<file path="src/rtl/ascon_pkg.sv">
// ascon_pkg: shared ascon_core constants -- bus widths, instruction opcodes and bdi segment types.
package ascon_pkg;

  localparam int CCW  = 32;
  localparam int CCSW = 32;

  localparam logic [3:0] OP_LD_KEY   = 4'h1;
  localparam logic [3:0] OP_LD_NONCE = 4'h2;
  localparam logic [3:0] OP_LD_AD    = 4'h3;
  localparam logic [3:0] OP_LD_PT    = 4'h4;
  localparam logic [3:0] OP_LD_CT    = 4'h5;
  localparam logic [3:0] OP_LD_TAG   = 4'h6;
  localparam logic [3:0] OP_DO_ENC   = 4'h8;
  localparam logic [3:0] OP_DO_DEC   = 4'h9;
  localparam logic [3:0] OP_DO_HASH  = 4'hA;

  localparam logic [3:0] D_NULL  = 4'h0;
  localparam logic [3:0] D_NONCE = 4'h1;
  localparam logic [3:0] D_AD    = 4'h2;
  localparam logic [3:0] D_PTCT  = 4'h3;
  localparam logic [3:0] D_TAG   = 4'h4;

endpackage

</file>
<file path="src/rtl/ascon_skid_buf.sv">
// ascon_skid_buf: 2-entry skid buffer; s_ready_o is decoded from registered occupancy only,
// so nothing downstream reaches the upstream ready combinationally.
module ascon_skid_buf #(
  parameter int W = 32
) (
  input  logic         clk,
  input  logic         rst,
  input  logic [W-1:0] s_data_i,
  input  logic         s_valid_i,
  output logic         s_ready_o,
  output logic [W-1:0] m_data_o,
  output logic         m_valid_o,
  input  logic         m_ready_i
);

  logic [W-1:0] mem_q [2];
  logic         wr_q;
  logic         rd_q;
  logic [1:0]   cnt_q;
  logic         push;
  logic         pop;

  assign s_ready_o = (cnt_q != 2'd2);
  assign m_valid_o = (cnt_q != 2'd0);
  assign m_data_o  = mem_q[rd_q];
  assign push      = s_valid_i && s_ready_o;
  assign pop       = m_valid_o && m_ready_i;

  // With both sides ready the occupancy sits at one entry, so throughput is one word per cycle.
  always_ff @(posedge clk) begin
    if (rst) begin
      mem_q[0] <= '0;
      mem_q[1] <= '0;
      wr_q     <= 1'b0;
      rd_q     <= 1'b0;
      cnt_q    <= 2'd0;
    end else begin
      if (push) begin
        mem_q[wr_q] <= s_data_i;
        wr_q        <= ~wr_q;
      end
      if (pop) begin
        rd_q <= ~rd_q;
      end
      case ({push, pop})
        2'b10:   cnt_q <= cnt_q + 2'd1;
        2'b01:   cnt_q <= cnt_q - 2'd1;
        default: cnt_q <= cnt_q;
      endcase
    end
  end

endmodule

</file>
<file path="src/rtl/ascon_instr_dec.sv">
// ascon_instr_dec: decodes an INS/DAT word stream into ascon_core key/bdi transfers and mode flags.
// Define ASCON_INSTR_SKID_EN to place a 2-entry skid buffer in front of the decoder (registered in_ready).
module ascon_instr_dec #(
  parameter int CCW  = ascon_pkg::CCW,
  parameter int CCSW = ascon_pkg::CCSW
) (
  input  logic            clk,
  input  logic            rst,
  input  logic [31:0]     in_data,
  input  logic            in_valid,
  output logic            in_ready,
  output logic [CCSW-1:0] key,
  output logic            key_valid,
  input  logic            key_ready,
  output logic [CCW-1:0]  bdi,
  output logic            bdi_valid,
  input  logic            bdi_ready,
  output logic [3:0]      bdi_type,
  output logic            bdi_eot,
  output logic            bdi_eoi,
  output logic            decrypt,
  output logic            hash,
  output logic            busy,
  output logic            err
);
  import ascon_pkg::*;

  if (CCW != 32) begin : g_ccw_chk
    $error("ascon_instr_dec: CCW must be 32");
  end
  if (CCSW != 32) begin : g_ccsw_chk
    $error("ascon_instr_dec: CCSW must be 32");
  end

  typedef enum logic [1:0] {S_IDLE = 2'd0, S_LD_KEY = 2'd1, S_LD_BDI = 2'd2} state_e;

  state_e      state_q, state_d;
  logic [22:0] cnt_q, cnt_d;
  logic [3:0]  type_q, type_d;
  logic        eoi_q, eoi_d;
  logic        decrypt_q, decrypt_d;
  logic        hash_q, hash_d;
  logic        err_q, err_d;
  logic [31:0] dec_data;
  logic        dec_valid;
  logic        dec_ready;
  logic [22:0] ins_words;

  // len of 2^24-1 rounds up to 2^22 words, hence the 25-bit sum.
  function automatic logic [22:0] word_count(input logic [23:0] len);
    logic [24:0] sum;
    sum = {1'b0, len} + 25'd3;
    return sum[24:2];
  endfunction

  function automatic logic [3:0] seg_type(input logic [3:0] op);
    case (op)
      OP_LD_NONCE:        return D_NONCE;
      OP_LD_AD:           return D_AD;
      OP_LD_PT, OP_LD_CT: return D_PTCT;
      OP_LD_TAG:          return D_TAG;
      default:            return D_NULL;
    endcase
  endfunction

`ifdef ASCON_INSTR_SKID_EN
  ascon_skid_buf #(.W(32)) u_skid (
    .clk       (clk),
    .rst       (rst),
    .s_data_i  (in_data),
    .s_valid_i (in_valid),
    .s_ready_o (in_ready),
    .m_data_o  (dec_data),
    .m_valid_o (dec_valid),
    .m_ready_i (dec_ready)
  );
`else
  assign dec_data  = in_data;
  assign dec_valid = in_valid;
  assign in_ready  = dec_ready;
`endif

  // Decode in IDLE; in the load states the DAT stream passes straight through to key or bdi.
  always_comb begin
    state_d   = state_q;
    cnt_d     = cnt_q;
    type_d    = type_q;
    eoi_d     = eoi_q;
    decrypt_d = decrypt_q;
    hash_d    = hash_q;
    err_d     = err_q;
    dec_ready = 1'b0;
    key       = '0;
    key_valid = 1'b0;
    bdi       = '0;
    bdi_valid = 1'b0;
    bdi_type  = D_NULL;
    bdi_eot   = 1'b0;
    bdi_eoi   = 1'b0;
    ins_words = word_count(dec_data[23:0]);
    case (state_q)
      S_IDLE: begin
        dec_ready = 1'b1;
        if (dec_valid) begin
          case (dec_data[31:28])
            OP_DO_ENC: begin
              decrypt_d = 1'b0;
              hash_d    = 1'b0;
            end
            OP_DO_DEC: begin
              decrypt_d = 1'b1;
              hash_d    = 1'b0;
            end
            OP_DO_HASH: begin
              decrypt_d = 1'b0;
              hash_d    = 1'b1;
            end
            OP_LD_KEY: begin
              cnt_d   = ins_words;
              state_d = (ins_words != 23'd0) ? S_LD_KEY : S_IDLE;
            end
            OP_LD_NONCE, OP_LD_AD, OP_LD_PT, OP_LD_CT, OP_LD_TAG: begin
              cnt_d   = ins_words;
              type_d  = seg_type(dec_data[31:28]);
              eoi_d   = dec_data[24];
              state_d = (ins_words != 23'd0) ? S_LD_BDI : S_IDLE;
            end
            default: err_d = 1'b1;
          endcase
        end else begin
          state_d = S_IDLE;
        end
      end
      S_LD_KEY: begin
        key       = dec_data;
        key_valid = dec_valid;
        dec_ready = key_ready;
        if (dec_valid && key_ready) begin
          cnt_d   = cnt_q - 23'd1;
          state_d = (cnt_q == 23'd1) ? S_IDLE : S_LD_KEY;
        end else begin
          state_d = S_LD_KEY;
        end
      end
      S_LD_BDI: begin
        bdi       = dec_data;
        bdi_valid = dec_valid;
        dec_ready = bdi_ready;
        bdi_type  = type_q;
        bdi_eot   = (cnt_q == 23'd1);
        bdi_eoi   = (cnt_q == 23'd1) && eoi_q;
        if (dec_valid && bdi_ready) begin
          cnt_d   = cnt_q - 23'd1;
          state_d = (cnt_q == 23'd1) ? S_IDLE : S_LD_BDI;
        end else begin
          state_d = S_LD_BDI;
        end
      end
      default: state_d = S_IDLE;
    endcase
  end

  // Decoder state and persistent flags.
  always_ff @(posedge clk) begin
    if (rst) begin
      state_q   <= S_IDLE;
      cnt_q     <= 23'd0;
      type_q    <= D_NULL;
      eoi_q     <= 1'b0;
      decrypt_q <= 1'b0;
      hash_q    <= 1'b0;
      err_q     <= 1'b0;
    end else begin
      state_q   <= state_d;
      cnt_q     <= cnt_d;
      type_q    <= type_d;
      eoi_q     <= eoi_d;
      decrypt_q <= decrypt_d;
      hash_q    <= hash_d;
      err_q     <= err_d;
    end
  end

  assign busy    = (state_q != S_IDLE);
  assign decrypt = decrypt_q;
  assign hash    = hash_q;
  assign err     = err_q;

endmodule

</file>
<file path="config.mk">
export PLATFORM = sky130hd
export DESIGN_NAME = ascon_instr_dec
export DESIGN_NICKNAME = d
export VERILOG_FILES = /design/src/rtl/ascon_pkg.sv /design/src/rtl/ascon_skid_buf.sv /design/src/rtl/ascon_instr_dec.sv
export SDC_FILE = /design/constraint.sdc
export NUM_CORES = 1
export LEC_CHECK = 0
export CORE_ASPECT_RATIO = 0.5
export CORE_MARGIN = 3
export CORE_UTILIZATION = 42
export CTS_BUF_LIST = sky130_fd_sc_hd__clkbuf_8
export DETAILED_ROUTE_END_ITERATION = 7
export HOLD_SLACK_MARGIN = 0.05
export PLACE_DENSITY = 0.9
export REMOVE_ABC_BUFFERS = 1
export SYNTH_ARGS = -nofsm -noshare
export SYNTH_HDL_FRONTEND = slang
export SYNTH_SLANG_ARGS = --single-unit
</file>
<file path="constraint.sdc">
create_clock -name clk -period 2.1 [get_ports clk]
set_input_delay 0.21 -clock clk [delete_from_list [all_inputs] [get_ports clk]]
set_output_delay 0.21 -clock clk [all_outputs]
set_load 0.01 [all_outputs]
</file>
==> After elaboration in Yosys (flattened, before gate mapping) <==
Cells that the tools add are included.
{ "word_totals": {"ff_bits": 33, "latch_bits": 0, "mem_bits_rw": 0, "rom_bits": 0, "input_bits": 37, "output_inout_bits": 77, "elab_cells": 72, "n_memories": 0} }
{ "op_classes": {"add_sub_neg": 2, "n_mul": 0, "n_div": 0, "order_cmp": 0, "n_eq_ne": 17, "shifts": 0, "muxes": 25, "bitwise_logic": 1, "n_reduce_logical": 20} }
{ "op_table": {"columns": ["operator", "n"], "rows": [
  ["$mux 23", 4],
  ["$pmux 23 s3", 1],
  ["$mux 32", 2],
  ["$add 24x2->25 const B", 1],
  ["$eq 23x1->1 const B", 1],
  ["$reduce_bool 23->1", 1],
  ["$sub 23x1->23 const B", 1],
  ["$eq 4x3->1 const B", 3],
  ["$eq 4x4->1 const B", 3],
  ["$pmux 3 s4", 1],
  ["$reduce_and 3->1", 4],
  ["$reduce_or 9->1", 1],
  ["$eq 4x2->1 const B", 2],
  ["$mux 2", 4],
  ["$ne 2x2->1 const B", 4],
  ["$mux 1", 7],
  ["$pmux 2 s3", 1],
  ["$reduce_bool 2->1", 3],
  ["$reduce_or 2->1", 3],
  ["$reduce_or 6->1", 1],
  ["$reduce_and 5->1", 1],
  ["$reduce_or 5->1", 1],
  ["$eq 4x1->1 const B", 1],
  ["$mux 4", 1],
  ["10 further kinds", 13]
]} }

==> Longest topological paths before layout <==
Gate-level depths: netlist of the first run.
{ "depth": {"word_depth": 6, "mapped_depth": 10, "mapped_depth_nobuf": 8} }

==> Worst setup path after synthesis of the first run <==
OpenSTA, ideal clock, no wires.
{ "synth_timing": {"path_type": "flip-flop to flip-flop", "startpoint": "register cnt_q[0]", "endpoint": "register cnt_q[18]", "setup_time_ns": 0.092, "t_arrival_ns": 2.133, "t_required_ns": 2.008, "path_slack_ns": -0.125, "stages_incl_launch_ff": 9, "path_buffers": 1, "synth_period_minus_slack_ns": 2.225, "path_cell_list": "dfxtp_1 -> inv_1 -> ha_1 -> or4b_4 -> or3_1 -> buf_2 -> or4_1 -> a2bb2oi_1 -> o32ai_1"} }
{ "synth_between": {"elab_chain_cells": 3, "word_cells_on_any_way": 4, "classes_between": "add/sub: 1; mux: 3"} }
{ "synth_rtl": {"columns": ["element", "line", "rtl"], "rows": [
  ["start, declared", "ascon_instr_dec.sv:38", "logic [22:0] cnt_q, cnt_d;"],
  ["start signal, assigned", "ascon_instr_dec.sv:175", "cnt_q <= cnt_d;"],
  ["$sub 23x1->23 *", "ascon_instr_dec.sv:139, ascon_instr_dec.sv:153", null],
  ["$mux 23, on equally long branches", "ascon_instr_dec.sv:152, ascon_instr_dec.sv:138", null],
  ["$pmux 23 s3 *", "ascon_instr_dec.sv:101", "case (state_q)"]
]} }
Mark *: on every way between the ends. The rest lies on a longest branch, timed or not. The select of a mux whose other input is x is not followed.
A chain may end at the register's enable or synchronous reset.

==> Worst setup path after layout of the first run <==
{ "layout_timing": {"startpoint": "register cnt_q[17]", "endpoint": "output bdi_eoi"} }
{ "layout_between": {"elab_chain_cells": 3} }
{ "layout_rtl": {"columns": ["element", "line", "rtl"], "rows": [
  ["$eq 23x1->1", "ascon_instr_dec.sv:151", "bdi_eoi = (cnt_q == 23'd1) && eoi_q;"],
  ["$logic_and 1x1->1", "ascon_instr_dec.sv:151", null],
  ["$mux 1", "ascon_instr_dec.sv:101", null],
  ["end, declared", "ascon_instr_dec.sv:20", "output logic bdi_eoi,"]
]} }
No other way between the ends.

==> results of run 1 <==
## where the power goes
group	leakage, nW	total, W	switching [W]	internal, W
logic	1.76	0.00153	0.000800	0.000725
clock network	0.0593	0.000652	0.000304	0.000348
registers	0.265	0.000737	0.0000631	0.000674
total	2.09	0.00291	0.00117	0.00175
## worst min-delay path, cell delays in order
cell	delay (ps)
dlymetal6s2s_1	210
buf_4	190
a221oi_1	80
## cell usage after synthesis (all sizes together) (4+ instances only)
| cell | number |
|---|---|
| and2 | 74 |
| nand2 | 47 |
| dfxtp | 32 |
| clkbuf | 26 |
| a21oi | 23 |
| nor2 | 23 |
| o21ai | 20 |
| nor3 | 18 |
| xnor2 | 15 |
| nand3 | 14 |
| inv | 12 |
| nor4 | 12 |
| and3 | 9 |
| o211ai | 9 |
| a211oi | 8 |
| ha | 6 |
| nand4 | 6 |
| o32ai | 6 |
| xor2 | 6 |
| buf | 5 |
| nor2b | 4 |
| or2 | 4 |
| or3 | 4 |
## sequential cells by signal (all words and copies together), names as in the netlist
name	flops
cnt_q	23
type_q	3
state_q	2
decrypt	1
eoi_q	1
err	1
hash	1
## logic make-up after synthesis
kind of cell,count (synthesis),share of synthesized area [%]
multiplexers,2,0.653
buffers and inverters,43,7.76
AO/OA/AOI/OAI,95,20.8
XOR/XNOR,21,6.00
adder cells (fa/ha/maj),6,2.45
AND/OR/NAND/NOR,230,41.3
flip-flops,32,20.9
other,1,0.122
## per-stage QoR
stage | std cells | utilization [%] | hold WS, ps
after detailed placement | 691 | 69.3 | 459
after CTS | 701 | 72.1 | 478
after global routing | 704 | 75.8 | 426
after floorplan | 399 | - | 279
final | 704 | 75.8 | 426
after global placement | 691 | 69.3 | 458
## what timing repair did
action / in CTS / in global routing
cloned: 0 / 0
resized for setup: 32 / 53
buffers inserted: 2 / 3
hold endpoints to repair: 0 / 0
pin swaps: 6 / 15
endpoints found under the setup margin: 58 / 77
## placed cells by master (no fill, tap or decap), types with 7 or more instances in the layout
cell | netlist | routed
nand2_1 | 47 | 45
nand3_1 | 14 | 13
nor3_1 | 18 | 14
xnor2_1 | 15 | 15
o211ai_1 | 9 | 9
and2_1 | 74 | 73
nor4_1 | 11 | 7
o21ai_0 | 20 | 16
buf_6 | 0 | 9
nor2_1 | 23 | 21
buf_4 | 2 | 86
clkdlybuf4s50_1 | 0 | 103
inv_1 | 12 | 10
and3_1 | 9 | 7
a21oi_1 | 23 | 20
dfxtp_1 | 32 | 26
a211oi_1 | 8 | 7
## per-layer routing
layer	up-vias	wire length, um	part of all wire (%)
li1	1885	-	-
met1	2007	5320	38
met2	330	6630	48
met3	73	1360	9.8
met4	0	541	3.9
met5	-	0	0
## area by class of cell
cell class / instances / area share [%]
Clock buffer: 5 / 1.32
Clock inverter: 3 / 0.743
Inverter: 12 / 0.863
Multi-Input combinational cell: 355 / 46.8
Sequential cell: 32 / 12.4
Tap cell: 92 / 2.21
Timing Repair Buffer: 205 / 35.7
## worst min-delay path by stage
| stage | to | slack, ps |
|---|---|---|
| 6_report | type_q[1] | 430 |
| 5_1_grt | type_q[1] | 430 |
| 4_1_cts | type_q[2] | 480 |
| 3_5_place_dp | err | 460 |
| 3_3_place_gp | type_q[2] | 460 |
| 2_1_floorplan | cnt_q[11] | 280 |
==> out/qor.csv, run 1 <==
metric;value;unit
status;finished, violations left;
failed_checks;design-rule violations, negative setup slack;
layout.nets;654;
skew;9.78;ps
grt_pass1_vias;3826;
critical_path_buf_inv_count;3;
vias_per_cell;6.10;
die_w;127;um
wirelength;13800;um
crit_end;bdi_eoi;
async_flop_share;0;%
start_util;44.5;%
setup.worst_path.start_class;flip-flop;
dpl-instance-area;4770;um^2
worst-path-max-fanout;2;
arrival;2060;ps
r2r_slack;-130;ps
drt-pass1-iter-count;8;
min_period;2270;ps
rsz0062_at_grt;true;
ys_types;57;
syn_area;3070;um^2
synth.top_cell.area_share;20.9;%
critPathKind;flip-flop to primary output;
cts_max_level;2;
cts_tree;built;
fin_total_pwr;0.00291;W
endpoint_kind;primary output;
coreArea;6880;um^2
maxSlewViolCount;0;
met3_usage;6.77;%
synth.avg_cell_area;7.13;um^2
use_met2;50.1;%
tns;-474;ps
synth.largest_area_cell;dfxtp_1;
cts_hold_buf;0;
post-route-period-util;108;%
r2r-start;cnt_q[0];
multi_input_area;2440;um^2
synth-main-ff-cell;dfxtp_1;
hold_path_depth;3;
clk_pin_slew_worst_paths;80;ps
place_congestion;0.951;
antenna_found_initial;0;
hold_violations;0;
worst-path-stages;8;
critPathMaxStageDelay;400;ps
regToRegEndpoint;cnt_q[18];
slowest_stage;or3_4;
grt_max_degree;26;
fp.dieH;66.4;um
place_hpwl;8980;um
postSynthCellCount;430;
synth_enable_flop_cells;0;
ys_warn_count;0;
grt.busiest_layer;met2;
ys_ff_latch;32;
numCtsBuffers;5;
hold_path_class;input port to flip-flop;
drc;1;
crit_start;cnt_q[17];
fin_area;5220;um^2
p_leak;2.09;nW
vias;4295;
maxCapViolCount;0;
clock_latency;320;ps
fillers;411;
grt_overflow;0;
num_antenna_cells;0;
ant_nets;0;
cts.path.max_buffers;2;
ioPinCount;114;
synth_seq_area_share;20.9;%
grt_usage;28.7;%
place_worst_setup_slack;-358;ps
cts-root-buf;clkbuf_8;
drt_iter0_markers;668;
power.density;558;nW/um^2
io_buffers;112;
grt_pass1_wl;19400;um
final-seq-area;648;um^2
hp-start;in_data[29];
die_area;8420;um^2
globalRouteMet1Util;34.5;%
num_rows;21;
synth_top_cells_by_area;dfxtp_1 21%, and2_1 15%, nand2_1 5.8%;
timing.fmax;440;MHz
drive_gt1_share;25.2;%
setup_slack;-173;ps
setup_viol;7;
reg2reg_depth;7;
crit_family;simple AND/OR/NAND/NOR gates;
cp_cell_sequence;or3_4 > nor3_4 > nand2_2 > nor3_4 > buf_4 > buf_6 > and3_4 > buf_6;
required;1890;ps
cts_sinks;32;
post_drt_wl_per_cell;19.7;um
vdd_drop_max;0.305;mV
syn2layout_area_growth;70.2;%
Power figures use the tool's default switching activity.
==> run 2, diff against run 1 <==
- GPL_TIMING_DRIVEN: unset -> 0
- SLEW_MARGIN: unset -> 20
- TNS_END_PERCENT: unset -> 1
==> out/qor.csv, run 2 (same netlist as run 1, synthesis figures left out) <==
metric;value;unit
drt-pass1-iter-count;5;
final_cell_mix;74 x and2_1, 63 x clkdlybuf4s50_1, 46 x nand2_1;
cts.path.max_buffers;2;
status;finished, violations left;
die_area;8420;um^2
maxSlewViolCount;0;
regMostFlops;cnt_q;
drc;0;
post_drt_wl_per_cell;18.2;um
grt_usage;25.3;%
cts_hold_buf;0;
reg_top3;cnt_q (23), type_q (3), state_q (2);
coreArea;6880;um^2
place_congestion;0.922;
endpoint_kind;flip-flop;
layout.nets;577;
min_period;2240;ps
cts_tree;built;
ioPinCount;114;
hold_end;type_q[0];
power.density;532;nW/um^2
r2r-start;cnt_q[1];
fp.dieH;66.4;um
failed_checks;negative setup slack;
setup.worst_path.start_class;input port;
fin_util;66.7;%
placed_cells;604;
hold_path_class;input port to flip-flop;
critPathKind;input port to flip-flop;
post-route-period-util;106;%
wirelength;11400;um
place_hpwl;6960;um
hold_violations;0;
antenna_found_initial;2;
io_buffers;112;
worst-path-max-fanout;8;
final_common_cell;and2_1;
vdd_drop_max;0.292;mV
hold_path_depth;2;
setup_slack;-136;ps
reg2reg_depth;7;
largest_register_ffs;23;
drive_gt1_share;13.7;%
vias_per_cell;5.96;
grt_pass1_vias;3509;
regToRegEndpoint;cnt_q[18];
worst_slew_pin_slew;715;ps
num_rows;21;
maxCapViolCount;0;
grt_pass1_wl;17300;um
cts_max_level;2;
start_util;44.5;%
p_leak;2.12;nW
final_cell_count_no_fill;627;
cts-root-buf;clkbuf_8;
vias;3737;
skew;6.51;ps
die_w;127;um
rsz0062_at_grt;true;
timing.fmax;447;MHz
fillers;503;
drt_iter0_markers;490;
setup_viol;8;
clock_latency;290;ps
ant_nets;0;
arrival;2450;ps
syn2layout_area_growth;49.9;%
grt_max_degree;48;
r2r_slack;-120;ps
grt_overflow;0;
numCtsBuffers;5;
clk_pin_slew_worst_paths;70;ps
relSlewSlack;52.3;%
hp-start;rst;
fin_total_pwr;0.00244;W
cts_sinks;32;
required;2310;ps
[run 2: cell types whose count changed in the layout (fill, tap and decap cells not counted), sizes merged]
cell	change
buf	-78
clkdlybuf4s50	-40
dlymetal6s2s	+22
dlygate4sd2	+17
and4b	+1
bufinv	-1
clkdlybuf4s15	+1
diode	+1
[run 2: worst max-delay path, cell delays in order]
cell and delay [ps]:
clkdlybuf4s50_1 570, o41ai_4 570, and4b_4 360, nand2_1 100
or3b_2 460, a31oi_1 170
[run 2: metrics by stage]
step | hold WS, ps | setup TNS [ps] | setup WS (ps) | instance area [um^2]
after floorplan | 279 | -2910 | -483 | 2870
after global placement | 457 | -30890 | -1170 | 4110
after detailed placement | 465 | -34910 | -1150 | 4130
after CTS | 455 | -272 | -113 | 4460
after global routing | 469 | -1370 | -181 | 4590
final | 476 | -573 | -136 | 4590
[run 2: final cells by class]
| class | instances | area [um^2] | share of cell area [%] |
|---|---|---|---|
| inverter | 12 | 45.0 | 0.980 |
| clock inverter | 2 | 8.76 | 0.191 |
| multi-input combinational | 356 | 2390 | 51.9 |
| clock buffer | 5 | 68.8 | 1.50 |
| tap | 92 | 115 | 2.51 |
| antenna | 1 | 2.50 | 0.0545 |
| sequential | 32 | 651 | 14.2 |
| timing repair buffer | 127 | 1320 | 28.7 |
[run 2: routing by layer]
metal  routed length (um)  vias up  global-route usage (%)
li1                     -     1733                       -
met1                 4810     1763                    32.1
met2                 5480      204                    42.2
met3                  824       35                    5.65
met4                  280        2                    9.89
met5                   13        -                       0
[run 2: worst max path at each step]
stage           startpoint         to  slack (ps)  cells past startpoint
3_5_place_dp    state_q[0]  cnt_q[17]       -1150                      8
4_1_cts           cnt_q[1]  cnt_q[18]        -110                      7
6_report       in_data[31]  cnt_q[17]        -140                      6
5_1_grt           cnt_q[1]  cnt_q[18]        -180                      8
3_3_place_gp    state_q[0]  cnt_q[17]       -1170                      8
2_1_floorplan   state_q[0]  cnt_q[17]        -480                      8
[run 2: where the power goes]
group | internal [W] | total, W | switching, W
registers | 0.000674 | 0.000765 | 0.0000908
logic | 0.000545 | 0.00121 | 0.000668
clock network | 0.000221 | 0.000465 | 0.000245
total | 0.00144 | 0.00244 | 0.00100
[run 2: repair_timing]
item,in CTS,in global routing
gates cloned,1,0
pin swaps,8,5
setup endpoints to repair,97,61
resized for setup,63,47
setup buffers,14,0
==> run 3, diff against run 2 <==
- CTS_CLUSTER_SIZE: unset -> 14
- HOLD_SLACK_MARGIN: 0.05 -> unset
==> results of run 3 <==
Same layout as run 2: the final DEF is identical, and so are final timing and power.
